**config.mk**
```make
export PLATFORM = sky130hd
export DESIGN_NAME = cfs_md_rx_buffer_flat
export DESIGN_NICKNAME = d
export VERILOG_FILES = /design/src/rtl/cfs_md_pkg.sv /design/src/rtl/cfs_md_if.sv /design/src/rtl/cfs_md_sync_fifo.sv /design/src/rtl/cfs_md_rx_buffer.sv /design/src/flat_wrapper.sv
export SDC_FILE = /design/constraint.sdc
export NUM_CORES = 1
export LEC_CHECK = 0
export CELL_PAD_IN_SITES_DETAIL_PLACEMENT = 1
export CELL_PAD_IN_SITES_GLOBAL_PLACEMENT = 2
export CORE_MARGIN = 5
export CORE_UTILIZATION = 47
export DETAILED_ROUTE_END_ITERATION = 10
export MAX_ROUTING_LAYER = met4
export PLACE_DENSITY_LB_ADDON = 0.1
export SLEW_MARGIN = 10
export SYNTH_ARGS = -nofsm -noshare
export SYNTH_HDL_FRONTEND = slang
export SYNTH_SLANG_ARGS = --single-unit
export TNS_END_PERCENT = 50
```
**constraint.sdc**
```tcl
create_clock -name clk -period 5.6 [get_ports clk]
set_clock_uncertainty 0.2 [all_clocks]
set_input_delay 1.12 -clock clk [delete_from_list [all_inputs] [get_ports clk]]
set_output_delay 1.12 -clock clk [all_outputs]
set_load 0.02 [all_outputs]
```
**src/rtl/cfs_md_pkg.sv**
```systemverilog
// Shared MD bus helpers: derived field widths and the transfer legality rule.
package cfs_md_pkg;

  function automatic int md_offset_width(input int dw);
    return (dw / 8 > 1) ? $clog2(dw / 8) : 1;
  endfunction

  function automatic int md_size_width(input int dw);
    return $clog2(dw / 8) + 1;
  endfunction

  // Widened to 32 bits so offset + size can never wrap.
  function automatic logic md_is_legal(input logic [31:0] offset, input logic [31:0] size,
                                       input logic [31:0] bytes);
    logic [31:0] m;
    m = size - 32'd1;
    return (size != '0) && ((size & m) == '0) && ((offset & m) == '0) && (offset + size <= bytes);
  endfunction

endpackage

```
**src/rtl/cfs_md_if.sv**
```systemverilog
// MD transfer bus: master drives the request fields, slave answers ready/err.
interface cfs_md_if #(
  parameter int DATA_WIDTH = 32
);
  import cfs_md_pkg::*;
  localparam int OFFSET_WIDTH = md_offset_width(DATA_WIDTH);
  localparam int SIZE_WIDTH   = md_size_width(DATA_WIDTH);

  logic                    valid;
  logic [DATA_WIDTH-1:0]   data;
  logic [OFFSET_WIDTH-1:0] offset;
  logic [SIZE_WIDTH-1:0]   size;
  logic                    ready;
  logic                    err;

  modport master (output valid, data, offset, size, input  ready, err);
  modport slave  (input  valid, data, offset, size, output ready, err);
endinterface

```
**src/rtl/cfs_md_sync_fifo.sv**
```systemverilog
// Generic single-clock FIFO; full/empty derive from the fill level, pointers wrap naturally.
module cfs_md_sync_fifo #(
  parameter int WIDTH = 8,
  parameter int DEPTH = 8
) (
  input  logic                       clk,
  input  logic                       reset_n,
  input  logic                       push,
  input  logic [WIDTH-1:0]           din,
  input  logic                       pop,
  output logic [WIDTH-1:0]           dout,
  output logic                       full,
  output logic                       empty,
  output logic [$clog2(DEPTH+1)-1:0] lvl
);
  localparam int AW = $clog2(DEPTH);
  localparam int LW = $clog2(DEPTH + 1);

  logic [WIDTH-1:0] mem [DEPTH];
  logic [AW-1:0]    wr_ptr, rd_ptr;

  // Storage is reset so the head output is never X.
  always_ff @(posedge clk or negedge reset_n) begin
    if (!reset_n) begin
      for (int i = 0; i < DEPTH; i++) mem[i] <= '0;
      wr_ptr <= '0;
      rd_ptr <= '0;
      lvl    <= '0;
    end else begin
      if (push) begin
        mem[wr_ptr] <= din;
        wr_ptr      <= wr_ptr + 1'b1;
      end
      if (pop) rd_ptr <= rd_ptr + 1'b1;
      if (push && !pop)      lvl <= lvl + 1'b1;
      else if (!push && pop) lvl <= lvl - 1'b1;
    end
  end

  assign dout  = mem[rd_ptr];
  assign full  = (lvl == LW'(DEPTH));
  assign empty = (lvl == '0);
endmodule

```
**src/rtl/cfs_md_rx_buffer.sv**
```systemverilog
// MD slave front end: rejects illegal transfers with err, buffers legal ones and
// replays them on the downstream master port; keeps saturating error counters.
module cfs_md_rx_buffer
  import cfs_md_pkg::*;
#(
  parameter int DATA_WIDTH = 32,
  parameter int FIFO_DEPTH = 8,
  parameter int CNT_WIDTH  = 8
) (
  input  logic                            clk,
  input  logic                            reset_n,
  cfs_md_if.slave                         rx,
  cfs_md_if.master                        tx,
  input  logic                            clr_cnt,
  output logic [$clog2(FIFO_DEPTH+1)-1:0] fifo_lvl,
  output logic [CNT_WIDTH-1:0]            rx_err_cnt,
  output logic [CNT_WIDTH-1:0]            tx_err_cnt
);
  localparam int BYTES        = DATA_WIDTH / 8;
  localparam int OFFSET_WIDTH = md_offset_width(DATA_WIDTH);
  localparam int SIZE_WIDTH   = md_size_width(DATA_WIDTH);
  localparam int LVL_WIDTH    = $clog2(FIFO_DEPTH + 1);

  typedef struct packed {
    logic [DATA_WIDTH-1:0]   data;
    logic [OFFSET_WIDTH-1:0] offset;
    logic [SIZE_WIDTH-1:0]   size;
  } md_item_t;

  md_item_t din, head;
  logic     rdy_q, rdy_d;
  logic     legal, acc, push, pop, full, empty, full_nxt;

  assign legal = md_is_legal(32'(rx.offset), 32'(rx.size), 32'(BYTES));
  assign acc   = rx.valid & rdy_q;
  assign push  = acc & legal;
  assign pop   = ~empty & tx.ready;
  assign din   = '{data: rx.data, offset: rx.offset, size: rx.size};

  assign rx.ready  = rdy_q;
  assign rx.err    = acc & ~legal;
  assign tx.valid  = ~empty;
  assign tx.data   = head.data;
  assign tx.offset = head.offset;
  assign tx.size   = head.size;

  // Full after this cycle's push/pop; a push while full cannot happen.
  assign full_nxt = (full & ~pop) |
                    ((fifo_lvl == LVL_WIDTH'(FIFO_DEPTH - 1)) & push & ~pop);

  // Illegal requests need no space, so they get a ready slot even when full;
  // every accept is followed by one idle cycle.
  always_comb begin
    rdy_d = ~full_nxt;
    if (rx.valid && !legal && !rdy_q) rdy_d = 1'b1;
    if (acc) rdy_d = 1'b0;
  end

  always_ff @(posedge clk or negedge reset_n) begin
    if (!reset_n) rdy_q <= 1'b0;
    else          rdy_q <= rdy_d;
  end

  always_ff @(posedge clk or negedge reset_n) begin
    if (!reset_n) begin
      rx_err_cnt <= '0;
      tx_err_cnt <= '0;
    end else if (clr_cnt) begin
      rx_err_cnt <= '0;
      tx_err_cnt <= '0;
    end else begin
      if (rx.err && !(&rx_err_cnt))         rx_err_cnt <= rx_err_cnt + 1'b1;
      if (pop && tx.err && !(&tx_err_cnt)) tx_err_cnt <= tx_err_cnt + 1'b1;
    end
  end

  cfs_md_sync_fifo #(
    .WIDTH ($bits(md_item_t)),
    .DEPTH (FIFO_DEPTH)
  ) u_fifo (
    .clk     (clk),
    .reset_n (reset_n),
    .push    (push),
    .din     (din),
    .pop     (pop),
    .dout    (head),
    .full    (full),
    .empty   (empty),
    .lvl     (fifo_lvl)
  );
endmodule

```
**src/flat_wrapper.sv**
```systemverilog
// flat-port wrapper written by rule: the top's interface ports become plain ports
module cfs_md_rx_buffer_flat import cfs_md_pkg::*;
#(
  parameter int DATA_WIDTH = 32,
  parameter int FIFO_DEPTH = 8,
  parameter int CNT_WIDTH  = 8
)
  (clk, reset_n, clr_cnt, fifo_lvl, rx_err_cnt, tx_err_cnt, rx_valid, rx_data, rx_offset, rx_size, rx_ready, rx_err, tx_valid, tx_data, tx_offset, tx_size, tx_ready, tx_err);
  cfs_md_if #(.DATA_WIDTH(DATA_WIDTH)) rx_i ();
  cfs_md_if #(.DATA_WIDTH(DATA_WIDTH)) tx_i ();
  input  logic clk;
  input  logic reset_n;
  input  logic clr_cnt;
  output logic [$clog2(FIFO_DEPTH+1)-1:0] fifo_lvl;
  output logic [CNT_WIDTH-1:0] rx_err_cnt;
  output logic [CNT_WIDTH-1:0] tx_err_cnt;
  input wire logic [$bits(rx_i.valid)-1:0] rx_valid;
  input wire logic [$bits(rx_i.data)-1:0] rx_data;
  input wire logic [$bits(rx_i.offset)-1:0] rx_offset;
  input wire logic [$bits(rx_i.size)-1:0] rx_size;
  output wire logic [$bits(rx_i.ready)-1:0] rx_ready;
  output wire logic [$bits(rx_i.err)-1:0] rx_err;
  output wire logic [$bits(tx_i.valid)-1:0] tx_valid;
  output wire logic [$bits(tx_i.data)-1:0] tx_data;
  output wire logic [$bits(tx_i.offset)-1:0] tx_offset;
  output wire logic [$bits(tx_i.size)-1:0] tx_size;
  input wire logic [$bits(tx_i.ready)-1:0] tx_ready;
  input wire logic [$bits(tx_i.err)-1:0] tx_err;
  assign rx_i.valid = rx_valid;
  assign rx_i.data = rx_data;
  assign rx_i.offset = rx_offset;
  assign rx_i.size = rx_size;
  assign rx_ready = rx_i.ready;
  assign rx_err = rx_i.err;
  assign tx_valid = tx_i.valid;
  assign tx_data = tx_i.data;
  assign tx_offset = tx_i.offset;
  assign tx_size = tx_i.size;
  assign tx_i.ready = tx_ready;
  assign tx_i.err = tx_err;
  cfs_md_rx_buffer #(.DATA_WIDTH(DATA_WIDTH), .FIFO_DEPTH(FIFO_DEPTH), .CNT_WIDTH(CNT_WIDTH)) u_core (.clk(clk), .reset_n(reset_n), .rx(rx_i), .tx(tx_i), .clr_cnt(clr_cnt), .fifo_lvl(fifo_lvl), .rx_err_cnt(rx_err_cnt), .tx_err_cnt(tx_err_cnt));
endmodule
```
## Yosys cells after proc, flatten, opt, wreduce, memory -nomap -nowiden

Index checks and enable logic that the tools add are counted.

- Bitwise logic cells: 16
- Reductions and logical operators: 26
- Shift-type cells: 0
- Magnitude comparators: 4
- Muxes and demuxes: 14
- $mul: 0
- Add/sub/neg operators: 8
- Div/mod/pow operators: 0
- Equality and inequality tests: 2

Operator list:

| operator | number |
|---|---|
| $bwmux 296 | 1 |
| $bmux 37 s3 | 1 |
| $demux 37 s3 | 1 |
| $mux 37 | 3 |
| $logic_not 32->1 | 2 |
| $and 2x32->32 | 1 |
| $and 3x32->32 | 1 |
| $le 32x3->1 const B | 1 |
| $mux 8 | 4 |
| $add 8x1->8 const B | 2 |
| $reduce_and 8->1 | 2 |
| $logic_and 1x1->1 | 11 |
| $ge 4x4->1 const B | 2 |
| $mux 4 | 2 |
| $not 3->4 | 2 |
| $and 1x1->1 | 7 |
| $add 3x1->3 const B | 2 |
| $logic_not 1->1 | 6 |
| $reduce_bool 2->1 | 3 |
| $add 2x3->4 | 1 |
| $add 4x1->4 const B | 1 |
| $eq 4x3->1 const B | 1 |
| $eq 4x4->1 const B | 1 |
| $logic_not 4->1 | 1 |
| 7 further kinds | 11 |

- Input port bits: 43
- Latch bits: 0
- Flip-flop bits (word level): 323
- Bits in read-only memories: 0
- Output and inout bits: 60
- Memories kept: 0
- RAM bits: 0

## Longest topological paths before layout

- Depth after elaboration: 13
- Mapped depth: 17
- Gate-level depth less buffers: 16

## Cells and area by module

From an unflattened synthesis, not the netlist that was laid out.

- Cells, all modules: 927
- Area, all modules: 14894.3 um^2

By module, submodules not included:

| module | cells an instance | seq. area each (um^2) | times used | area each (um^2) |
|---|---|---|---|---|
| cfs_md_sync_fifo | 812 | 7657.3 | 1 | 13788.2 |
| cfs_md_rx_buffer | 115 | 425.4 | 1 | 1106.1 |

## Worst setup path before layout

Ideal clock, no wire load.

- Kind: input -> register
- Start: input port rx_size[0]
- End: register u_core.u_fifo.lvl[3]
- Required time: 5.267 ns
- Stages on the path: 17
- Library setup time: 0.133 ns
- Arrival time: 3.800 ns
- Setup slack: 1.466 ns
- Cells stage by stage: ha_1 inv_1 fa_1 xor2_1 a21oi_1 nor3_1 clkbuf_1 nand2_1 inv_1 ha_1 inv_1 ha_1 a21o_1 a21oi_1 xnor2_1 nor2_1 xor2_1

- Cells in the longest elaborated chain, start to end: 10
- Elaborated cells between the ends (all ways): 17
- Classes of those cells: 2 x add/sub; 1 x order compare; 1 x mux; 3 x bitwise; 10 x reduce/logical

Ends and longest elaborated chain:

| what | line | text |
|---|---|---|
| start: declaration | flat_wrapper.sv:20 | `input wire logic [$bits(rx_i.size)-1:0] rx_size;` |
| branches (longest 5 deep; another with $le 32x3->1) | -- |  |
| $logic_and 1x1->1 (*) | cfs_md_pkg.sv:17 | `return (size != '0) && ((size & m) == '0) && ((offset & m) == '0) && (offset + size <= bytes);` |
| $and 1x1->1 (*) | cfs_md_rx_buffer.sv:36 | `assign push = acc & legal;` |
| net u_core.push | cfs_md_rx_buffer.sv:32 | `logic legal, acc, push, pop, full, empty, full_nxt;` |
| $logic_not 1->1 | cfs_md_sync_fifo.sv:36 | `else if (!push && pop) lvl <= lvl - 1'b1;` |
| $logic_and 1x1->1 | cfs_md_sync_fifo.sv:36 |  |
| $reduce_bool 2->1 (no line) | -- |  |
| end signal: assignment | cfs_md_sync_fifo.sv:35 | `if (push && !pop) lvl <= lvl + 1'b1;` |
| end signal: assignment | cfs_md_sync_fifo.sv:36 |  |
| end: declaration | cfs_md_sync_fifo.sv:14 | `output logic [$clog2(DEPTH+1)-1:0] lvl` |

Mark *: on every way through the listed nets, which the timed path passes.
A chain may end at the register's enable or synchronous reset.

## Worst setup path in the final report

- Start: input port rx_size[0]
- End: output port rx_err

- Cells in the longest elaborated chain, start to end: 8
- Elaborated cells between the ends (all ways): 13
- Classes of those cells: 2 x add/sub; 1 x order compare; 4 x bitwise; 6 x reduce/logical

Ends and longest elaborated chain:

| what | line | text |
|---|---|---|
| branches (longest 5 deep; another with $le 32x3->1) | -- |  |
| $logic_and 1x1->1 (*) | cfs_md_pkg.sv:17 |  |
| $not 1->1 (*) | cfs_md_rx_buffer.sv:41 | `assign rx.err = acc & ~legal;` |
| $and 1x1->1 (*) | cfs_md_rx_buffer.sv:41 |  |
| end: declaration | flat_wrapper.sv:22 | `output wire logic [$bits(rx_i.err)-1:0] rx_err;` |

Every way passes the cells marked *.

==> key figures <==
Synth
  – Library cells used by synthesis: 46
  – Leading area contributor after synthesis: dfrtp_1
  – Synth Register Bits: 323
  – Syn_area_per_cell: 16.0 µm²
  – Yosys top cell area share: 54.2%
  – Post-Synthesis Cells: 930
  – Number of enable flip-flop cells after synthesis: 0
  – Async S/R FF share, synth: 100%
  – Commonest cells post-synth: 323 x dfrtp_1, 307 x mux2_2, 74 x mux4_2
  – Post-Syn Area: 14900 µm²
  – Top cells by area, synth: dfrtp_1 54%, mux2_2 23%, mux4_2 11%, mux2_4 3.0%, ha_1 1.1%
  – Synth Flop Type: dfrtp_1
  – Sequential fraction of the synthesis area: 54.2%
  – Most common cell in the synthesized netlist: dfrtp_1
  – Mapped Nets: 988
  – Ys Warns: 0

Routing
  – Drt first pass iters: 4
  – WL final: 33300 µm
  – Vias after detailed routing: 8384
  – Via/cell ratio: 5.72
  – 1st-iter DRT viols: 400
  – DR WL/cell: 22.7 µm
  – Antenna-violating nets left: 0
  – Residual DRC: 0

Power and ir drop
  – Reg power frac: 41.4%
  – Clk pwr share: 29.1%
  – Maximum VDD drop: 234 µV
  – Power Internal: 5.96 mW
  – P_sw: 2.43 mW
  – Tot Pwr: 8.38 mW
  – Static leakage: 8.27 nW
  – Comb pwr share: 29.5%
  – Switching Share: 28.9%
  – Power density cells: 476 nW/µm²

Setup path
  – Crit path max-delay cell type: clkdlybuf4s50_1
  – Crit start category: primary input
  – Bufs and invs on worst path: 3
  – CP Class: primary input to output pin
  – Worst Setup End Kind: output pin
  – Slowest stage delay, CP: 0.73 ns
  – Crit path max-delay family: buffers and inverters
  – Crit-path max FO: 11
  – Crit path DAT: 3.69 ns
  – CP Cell Sequence: clkdlybuf4s50_1 -> ha_1 -> inv_1 -> fa_1 -> xor2_1 -> a21oi_1 -> nor3_1 -> nor2_1 -> clkdlybuf4s50_1
  – CP required: 4.28 ns
  – Cell seen most often among critical-path stages: clkdlybuf4s50_1

Final layout
  – Design area: 17600 µm²
  – # nets final: 1095
  – Post-Layout Cell Count: 1467
  – Diodes inserted: 0
  – Share of cells above drive strength 1: 47.1%
  – Core Util, Final: 56.0%
  – Layout area overhead: 18.1%

Place
  – Detailed Place HPWL: 19100 µm
  – Post-place setup slack: 0.549 ns
  – Port buffer count: 102
  – Placed cells: 1400
  – Gpl congestion: 0.721
  – Area after DPL: 16400 µm²

Global route
  – Grt ovf: 0
  – Met1 Use GR: 27.0%
  – First-pass GRT wire length: 55200 µm
  – Busiest layer in global routing: met2
  – Met3 GRT Util: 3.02%
  – GRT Total Usage: 20.0%
  – Largest net degree at the start of global routing: 117
  – Vias in the first global route: 9594
  – Met2 GRT Util: 32.2%
  – Initial antenna violation count: 0

Floorplanning
  – Core Box Area: 31500 µm²
  – Die width: 188 µm
  – Chip Height: 188 µm
  – Placement row count: 65
  – Initial Util: 47.4%
  – IO Pins: 103
  – Die area: 35400 µm²

Clock tree
  – Clock-pin slew on the worst setup and hold paths: 0.05 ns
  – CTS buffer count: 37
  – Setup bufs post-CTS: 0
  – # clock sinks: 323
  – Clock latency on the worst-skew pair: 0.51 ns
  – CTS Hold Bufs: 0
  – Cts repair resizes: 0
  – Clock root buffer master: clkbuf_16
  – # H-tree levels: 2
  – CTS tree: done
  – Maximum clock insertion buffer count: 3

STA
  – Total Neg Setup Slack: 0 ns
  – Maximum clock rate: 0.200 GHz
  – Worst hold slack: 0.297 ns
  – Slew Limit Fails: 0
  – Clock period minus worst slack: 5.01 ns
  – Final hold violations: 0
  – RSZ-0062 raised after global routing: false
  – Final WS setup: 0.589 ns
  – Worst Max-Slew Pin Slew: 0.962 ns
  – Slew HR: 34.8%
  – Final setup viols: 0
  – Final worst-path cycle share: 89.5%

Job
  – Max Cap Violations: 0

Worst hold path
  – Hold crit path type: flip-flop to flip-flop

Status
  – Outcome: complete, no violations
==> layout make-up <==
| type | count | area [µm²] |
|---|---|---|
| clock buffer | 59 | 1150 |
| multi-input combinational | 536 | 6480 |
| sequential | 323 | 8090 |
| fill | 2941 | 13900 |
| timing repair buffer | 124 | 1240 |
| tap | 402 | 503 |
| clock inverter | 8 | 93.8 |
| inverter | 15 | 56.3 |
==> layer usage <==
metal	part of all wire, %	vias up
li1	-	3682
met1	46	4519
met2	49	130
met3	3.0	53
met4	2.0	0
met5	0	-
==> state kept, by name, summed over array words and instances, names as in the netlist <==
name,cells
u_core.rx.ready,1
u_core.tx_err_cnt,8
u_core.u_fifo.mem,296
u_core.u_fifo.lvl,4
u_core.u_fifo.wr_ptr,3
u_core.rx_err_cnt,8
u_core.u_fifo.rd_ptr,3
==> cell usage in the layout (no fill, tap or decap), drive strengths merged, types with 5 or more instances in the layout <==
cell	count
nand3	7
nor2	19
nand2	13
or3	5
a21oi	8
ha	13
mux2	338
buf	23
dfrtp	323
inv	16
clkdlybuf4s50	101
clkbuf	59
mux4	74
clkinv	5
xor2	5
xnor2	10
==> worst paths after layout <==
path	start	endpoint	slack, ns	depth (start not counted)
setup reg to reg	u_core.u_fifo.lvl[0]	u_core.u_fifo.lvl[3]	2.83	10
max in group asynchronous	reset_n	u_core.u_fifo.mem[287]	3.63	2
setup / recovery	rx_size[0]	rx_err	0.59	9
min in group asynchronous	reset_n	u_core.u_fifo.mem[268]	0.45	1
hold reg to reg	u_core.u_fifo.mem[214]	u_core.u_fifo.mem[214]	0.30	1
hold / removal	u_core.u_fifo.mem[214]	u_core.u_fifo.mem[214]	0.30	1
==> kinds of logic (layout without fill, tap and decap cells) <==
family / after synthesis / in the layout / share of synthesized area, %
adders and majority gates: 15 / 15 / 1.36
and+or+nand+nor: 72 / 72 / 2.63
AOI/OAI and AO/OA: 20 / 20 / 0.922
muxes: 414 / 414 / 37.6
xor gates and xnor gates: 15 / 15 / 0.880
buffers and inverters: 71 / 206 / 2.47
DFF: 323 / 323 / 54.2
==> power groups by stage <==
| stage | logic [mW] | registers (mW) | clock network (mW) |
|---|---|---|---|
| 2_1_floorplan | 1.88 | 3.22 | 0 |
| 3_3_place_gp | 2.46 | 3.48 | 0 |
| 3_5_place_dp | 2.51 | 3.50 | 0 |
| 4_1_cts | 2.53 | 3.48 | 2.52 |
| 5_1_grt | 2.67 | 3.56 | 2.62 |
| 6_report | 2.48 | 3.47 | 2.44 |
Power figures use the tool's default switching activity.
==> patch 1, RTL diff (config.mk and constraints unchanged) <==
Register the output `rx_err_cnt` once more; this adds one clock of latency there. The other outputs are not delayed to match.
--- a/src/rtl/cfs_md_rx_buffer.sv
+++ b/src/rtl/cfs_md_rx_buffer.sv
@@ -28,2 +28,4 @@
   } md_item_t;
+
+  logic [CNT_WIDTH-1:0] rx_err_cnt_s0;
 
@@ -65,9 +67,9 @@
     if (!reset_n) begin
-      rx_err_cnt <= '0;
+      rx_err_cnt_s0 <= '0;
       tx_err_cnt <= '0;
     end else if (clr_cnt) begin
-      rx_err_cnt <= '0;
+      rx_err_cnt_s0 <= '0;
       tx_err_cnt <= '0;
     end else begin
-      if (rx.err && !(&rx_err_cnt))         rx_err_cnt <= rx_err_cnt + 1'b1;
+      if (rx.err && !(&rx_err_cnt_s0))         rx_err_cnt_s0 <= rx_err_cnt_s0 + 1'b1;
       if (pop && tx.err && !(&tx_err_cnt)) tx_err_cnt <= tx_err_cnt + 1'b1;
@@ -90,2 +92,6 @@
   );
+  always_ff @(posedge clk) begin
+    rx_err_cnt <= rx_err_cnt_s0;
+  end
+
 endmodule
Check against the original RTL: not equivalent (a bounded check fails within 4 cycles, from zero or initial values and one cycle with reset_n low).
==> patch 1 against the unedited design <==
  * Count of clock-buffer cells in the layout down 6
  * Synthesized cell count is 0.54% higher
  * Sequential share of layout area shrank 0.70 points
  * Critical path depth decreased by 1
  * Setup slack lost 0.047 ns
  * Sequential power grew 3%
  * Power grew 2.6%
  * Area after synthesis up 3.5%
  * First-iteration DRC count shrank 12%
  * Wire length rose by 4.1%
  * Design area up 3.6%
  * Sequential cell count rose by 8
  * Fmax shrank 0.93%
  * Critical path type unchanged
==> patch 1: results (changes against the unedited design) <==
----------------------------------------------------
[GRT]
  Pin count of the biggest net entering global routing ... 103 (-12%)
  Met1 layer usage reported by global route ... 28.7% (+1.7 points)
  Met3 track utilization from global routing ... 3.47% (+0.45 points)
  Met2 Resource Use GR ... 31.9% (-0.30 points)
  Number of antenna violations at the first check in global routing ... 2 (+2)

[Cells and area]
  Final net count ... 1105 (+0.91%)

[Detailed routing]
  Length of routed met3 wiring ... 1200 um (+19%)
  Detailed-route via count ... 8382 (-0.024%)

[Placement]
  Worst setup timing slack at the placement stage ... 0.508 ns (-0.0403 ns)
  Placed cell count ... 1449 (+3.5%)
  Placed cell areas ... 0.0170 mm2 (+3.7%)

[Synthesis]
  Sequential-to-total area share from yosys stat ... 53.4% (-0.78 points)
  Post-Synthesis Net Count ... 993 (+0.51%)
  Fraction of registers with async set/reset ... 97.6% (-2.4 points)
  Most common library cells after synthesis ... sky130_fd_sc_hd__dfrtp_1 (323), sky130_fd_sc_hd__mux2_2 (217), sky130_fd_sc_hd__mux2_4 (120)
  Top cells by area in the synthesized netlist ... sky130_fd_sc_hd__dfrtp_1 (52%), sky130_fd_sc_hd__mux2_2 (16%), sky130_fd_sc_hd__mux2_4 (12%)

[Worst setup path]
  Slowest Stage Delay on Critical Path ... 0.71 ns (-0.02 ns)
  Worst setup path startpoint ... rx_size[1]

[Power]
  Peak supply drop ... 0.000350 V (+50%)
  Switch share ... 28.8% (-0.091 points)
  Power, Total ... 8.60 mW (+2.6%)
  LEAKAGE ... 8.54 nW (+3.3%)

[Timing]
  Post-Route Hold Slack ... 0.223 ns (-0.0733 ns)
  Final WS setup ... 0.542 ns (-0.0471 ns)
  Relative max-transition margin ... 26.9% (-7.9 points)

[Outcome]
  Status ... completed

----------------------------------------------------
-- patch 1: cell families (layout without fill, tap and decap cells) --
family,count (synthesis),count (layout),synth area share [%]
xor+xnor,15,15,0.851
flops,331,331,53.4
mux,412,412,38.4
other cells,0,2,0
compound gates,22,22,0.948
buf+inv,67,205,2.46
fa+ha+maj,15,15,1.31
simple gates,73,73,2.68
-- patch 1: layout make-up --
type,instances,area (um2),area share [%]
clock inverters,13,146,0.803
flip-flops and latches,331,8250,45.2
diodes,2,5.00,0.0274
repair buffers,125,1290,7.05
well taps,442,553,3.03
inverters,14,52.6,0.288
clock buffers,53,1120,6.13
multi-input cells,537,6830,37.4
-- patch 1: power groups by stage --
stage	Combinational, mW	Clock, mW	Sequential [mW]
after floorplan	1.96	0	3.28
after global placement	2.50	0	3.60
after detailed placement	2.54	0	3.62
after CTS	2.57	2.58	3.59
after global routing	2.71	2.69	3.68
final	2.51	2.51	3.58
==> patch 2, RTL diff (same settings) <==
Without the edit above. `FIFO_DEPTH` is set to 8 in 2 places; all go to 4.
--- a/src/rtl/cfs_md_rx_buffer.sv
+++ b/src/rtl/cfs_md_rx_buffer.sv
@@ -6,3 +6,3 @@
   parameter int DATA_WIDTH = 32,
-  parameter int FIFO_DEPTH = 8,
+  parameter int FIFO_DEPTH = 4,
   parameter int CNT_WIDTH  = 8
--- a/src/flat_wrapper.sv
+++ b/src/flat_wrapper.sv
@@ -4,3 +4,3 @@
   parameter int DATA_WIDTH = 32,
-  parameter int FIFO_DEPTH = 8,
+  parameter int FIFO_DEPTH = 4,
   parameter int CNT_WIDTH  = 8
Ports: changed (resized fifo_lvl); port bits go from 103 to 102. No check against the original RTL was run, so the function may have changed too.
==> patch 2 against the unedited design <==
  * Area after synthesis is 48% lower
  * Combinational power fell by 29%
  * Design area decreased by 45%
  * Sequential share of layout area down 1.1 points
  * Power down 42%
  * Count of clock-buffer cells in the layout fell by 38
  * Non-clock buffer count fell by 12
  * Setup slack got worse by 0.025 ns
  * Wire length down 48%
  * Critical endpoint unchanged
  * Sequential cell count decreased by 151
==> patch 2: results (changes against the unedited design) <==
----------------------------------------------------
[CTS]
  Number of levels the H-tree was split into ... 4 (+2)
  Count of cells resized by post-cts repair ... 0 (unchanged)
  Clock tree root driver cell ... sky130_fd_sc_hd__clkbuf_16
  Clock edge transition at the registers on the reported setup and hold paths ... 0.06 ns
  Clock latency on the worst-skew pair ... 0.41 ns (-0.10 ns)
  Clock buffers created by TritonCTS ... 17 (-54%)
  Maximum buffer depth of the clock tree ... 2 (-1)

[Power]
  Peak supply drop ... 0.000258 V (+10%)
  LEAKAGE ... 4.33 nW (-48%)

[Timing]
  Post-Route Hold Slack ... 0.301 ns (+0.00380 ns)
  Worst-margin pin slew ... 1.05 ns (+0.0884 ns)

[Worst setup path]
  Endpoint of the worst register-to-register path ... u_core.u_fifo.mem[11]
  Critical path data arrival time ... 3.72 ns (+0.03 ns)
  Slowest Stage Delay on Critical Path ... 0.65 ns (-0.08 ns)
  Minimum setup slack among reg-to-reg paths ... 3.05 ns (+0.22 ns)
  Worst reg2reg startpoint ... u_core.rx.ready
  Top fanout value on the critical path ... 7 (-4)
  Worst Reg-to-Reg Cells ... 5 (-5)

[Min path]
  Worst min-delay path endpoint ... u_core.u_fifo.mem[50]
  Cells on Worst Hold Path ... 1 (unchanged)
  Origin of the worst min-delay path ... u_core.u_fifo.mem[50]

[Placement]
  Worst setup timing slack at the placement stage ... 0.641 ns (+0.0922 ns)
  Buffers added on ports ... 101 (-0.98%)
  Placed cell areas ... 0.00905 mm2 (-45%)
  Estimated wirelength of the detail-placed design ... 11300 um (-41%)

[GRT]
  Wire length of the first global-routing pass ... 29400 um (-47%)
  Met3 track utilization from global routing ... 4.55% (+1.5 points)
  Met2 Resource Use GR ... 33.6% (+1.4 points)
  Met1 layer usage reported by global route ... 23.9% (-3.1 points)
  Pin count of the biggest net entering global routing ... 100 (-15%)
  All-Layer GR Usage ... 19.7% (-0.23 points)
  Via count of the first global-routing pass ... 5381 (-44%)

[Outcome]
  Status ... completed

[Synthesis]
  Post-Synthesis Net Count ... 560 (-43%)
  EDFF count, synth ... 0 (unchanged)
  Number of distinct library cells after synthesis ... 37 (-20%)
  Sequential-to-total area share from yosys stat ... 55.0% (+0.83 points)
  Top cells by area in the synthesized netlist ... sky130_fd_sc_hd__dfrtp_1 (55%), sky130_fd_sc_hd__mux2_2 (21%), sky130_fd_sc_hd__mux4_2 (11%)
  Most common library cells after synthesis ... sky130_fd_sc_hd__dfrtp_1 (172), sky130_fd_sc_hd__mux2_2 (149), sky130_fd_sc_hd__mux4_2 (37)

[Cells and area]
  Final net count ... 669 (-39%)
  Proportion of layout cells with a drive suffix above 1 ... 37.5% (-9.6 points)
  Top Registers ... u_core.u_fifo.mem x148, u_core.rx_err_cnt x8, u_core.tx_err_cnt x8
  Number of fill cells in the layout ... 1571 (-47%)

[Detailed routing]
  Average wire per cell in the routed design ... 20.7 um (-8.8%)
  Length of routed met3 wiring ... 575 um (-43%)
  Initial DRC count ... 133 (-67%)
  Mean number of vias per cell ... 5.50 (-3.7%)
  Met2 WL post-DR ... 9270 um (-44%)
  Met1 layer wirelength in the final routing ... 7480 um (-51%)

----------------------------------------------------
## patch 2: cell count changes after synthesis, moves of 9 or more
cell,delta
sky130_fd_sc_hd__buf_2,-12
sky130_fd_sc_hd__buf_6,+9
sky130_fd_sc_hd__clkbuf_1,-20
sky130_fd_sc_hd__dfrtp_1,-151
sky130_fd_sc_hd__mux2_2,-158
sky130_fd_sc_hd__mux2_4,-30
sky130_fd_sc_hd__mux4_2,-37
sky130_fd_sc_hd__nor2_1,-10
## patch 2: logic make-up (layout without fill, tap and decap cells)
logic type	Yosys count	after routing	synth area share, %
multiplexers	187	187	32.2
flip-flops	172	172	55.0
AND/OR/NAND/NOR	51	51	3.79
buffers and inverters	36	155	2.89
AO/OA/AOI/OAI	30	30	2.29
adder cells (fa/ha/maj)	15	15	2.59
XOR/XNOR	11	11	1.23
## patch 2: where the power goes
group,internal (mW),switching [mW]
sequential,1.67,0.329
clock,0.670,0.453
combinational,1.05,0.715
## patch 2: worst max path at each step
stage,endpoint,from,cells after the start,slack (ns)
after CTS,rx_err,rx_size[0],9,0.56
after floorplan,rx_err,rx_size[0],8,1.56
after global placement,rx_err,rx_offset[0],9,0.67
final,rx_err,rx_size[0],9,0.56
after global routing,rx_err,rx_size[0],9,0.46
after detailed placement,rx_err,rx_size[0],9,0.64
## patch 2: final cells by class
cell class	instances	share of cell area, %
Sequential cell	172	44.8
Multi-Input combinational cell	294	34.3
Timing Repair Buffer	112	11.7
Clock buffer	21	4.79
Tap cell	220	2.87
Clock inverter	8	0.990
Inverter	14	0.547
## patch 2: stage by stage
step           instances  utilization, %
2_1_floorplan        502               -
3_3_place_gp         812            55.0
3_5_place_dp         812            55.0
4_1_cts              841            58.3
5_1_grt              841            58.3
6_report             841            58.3
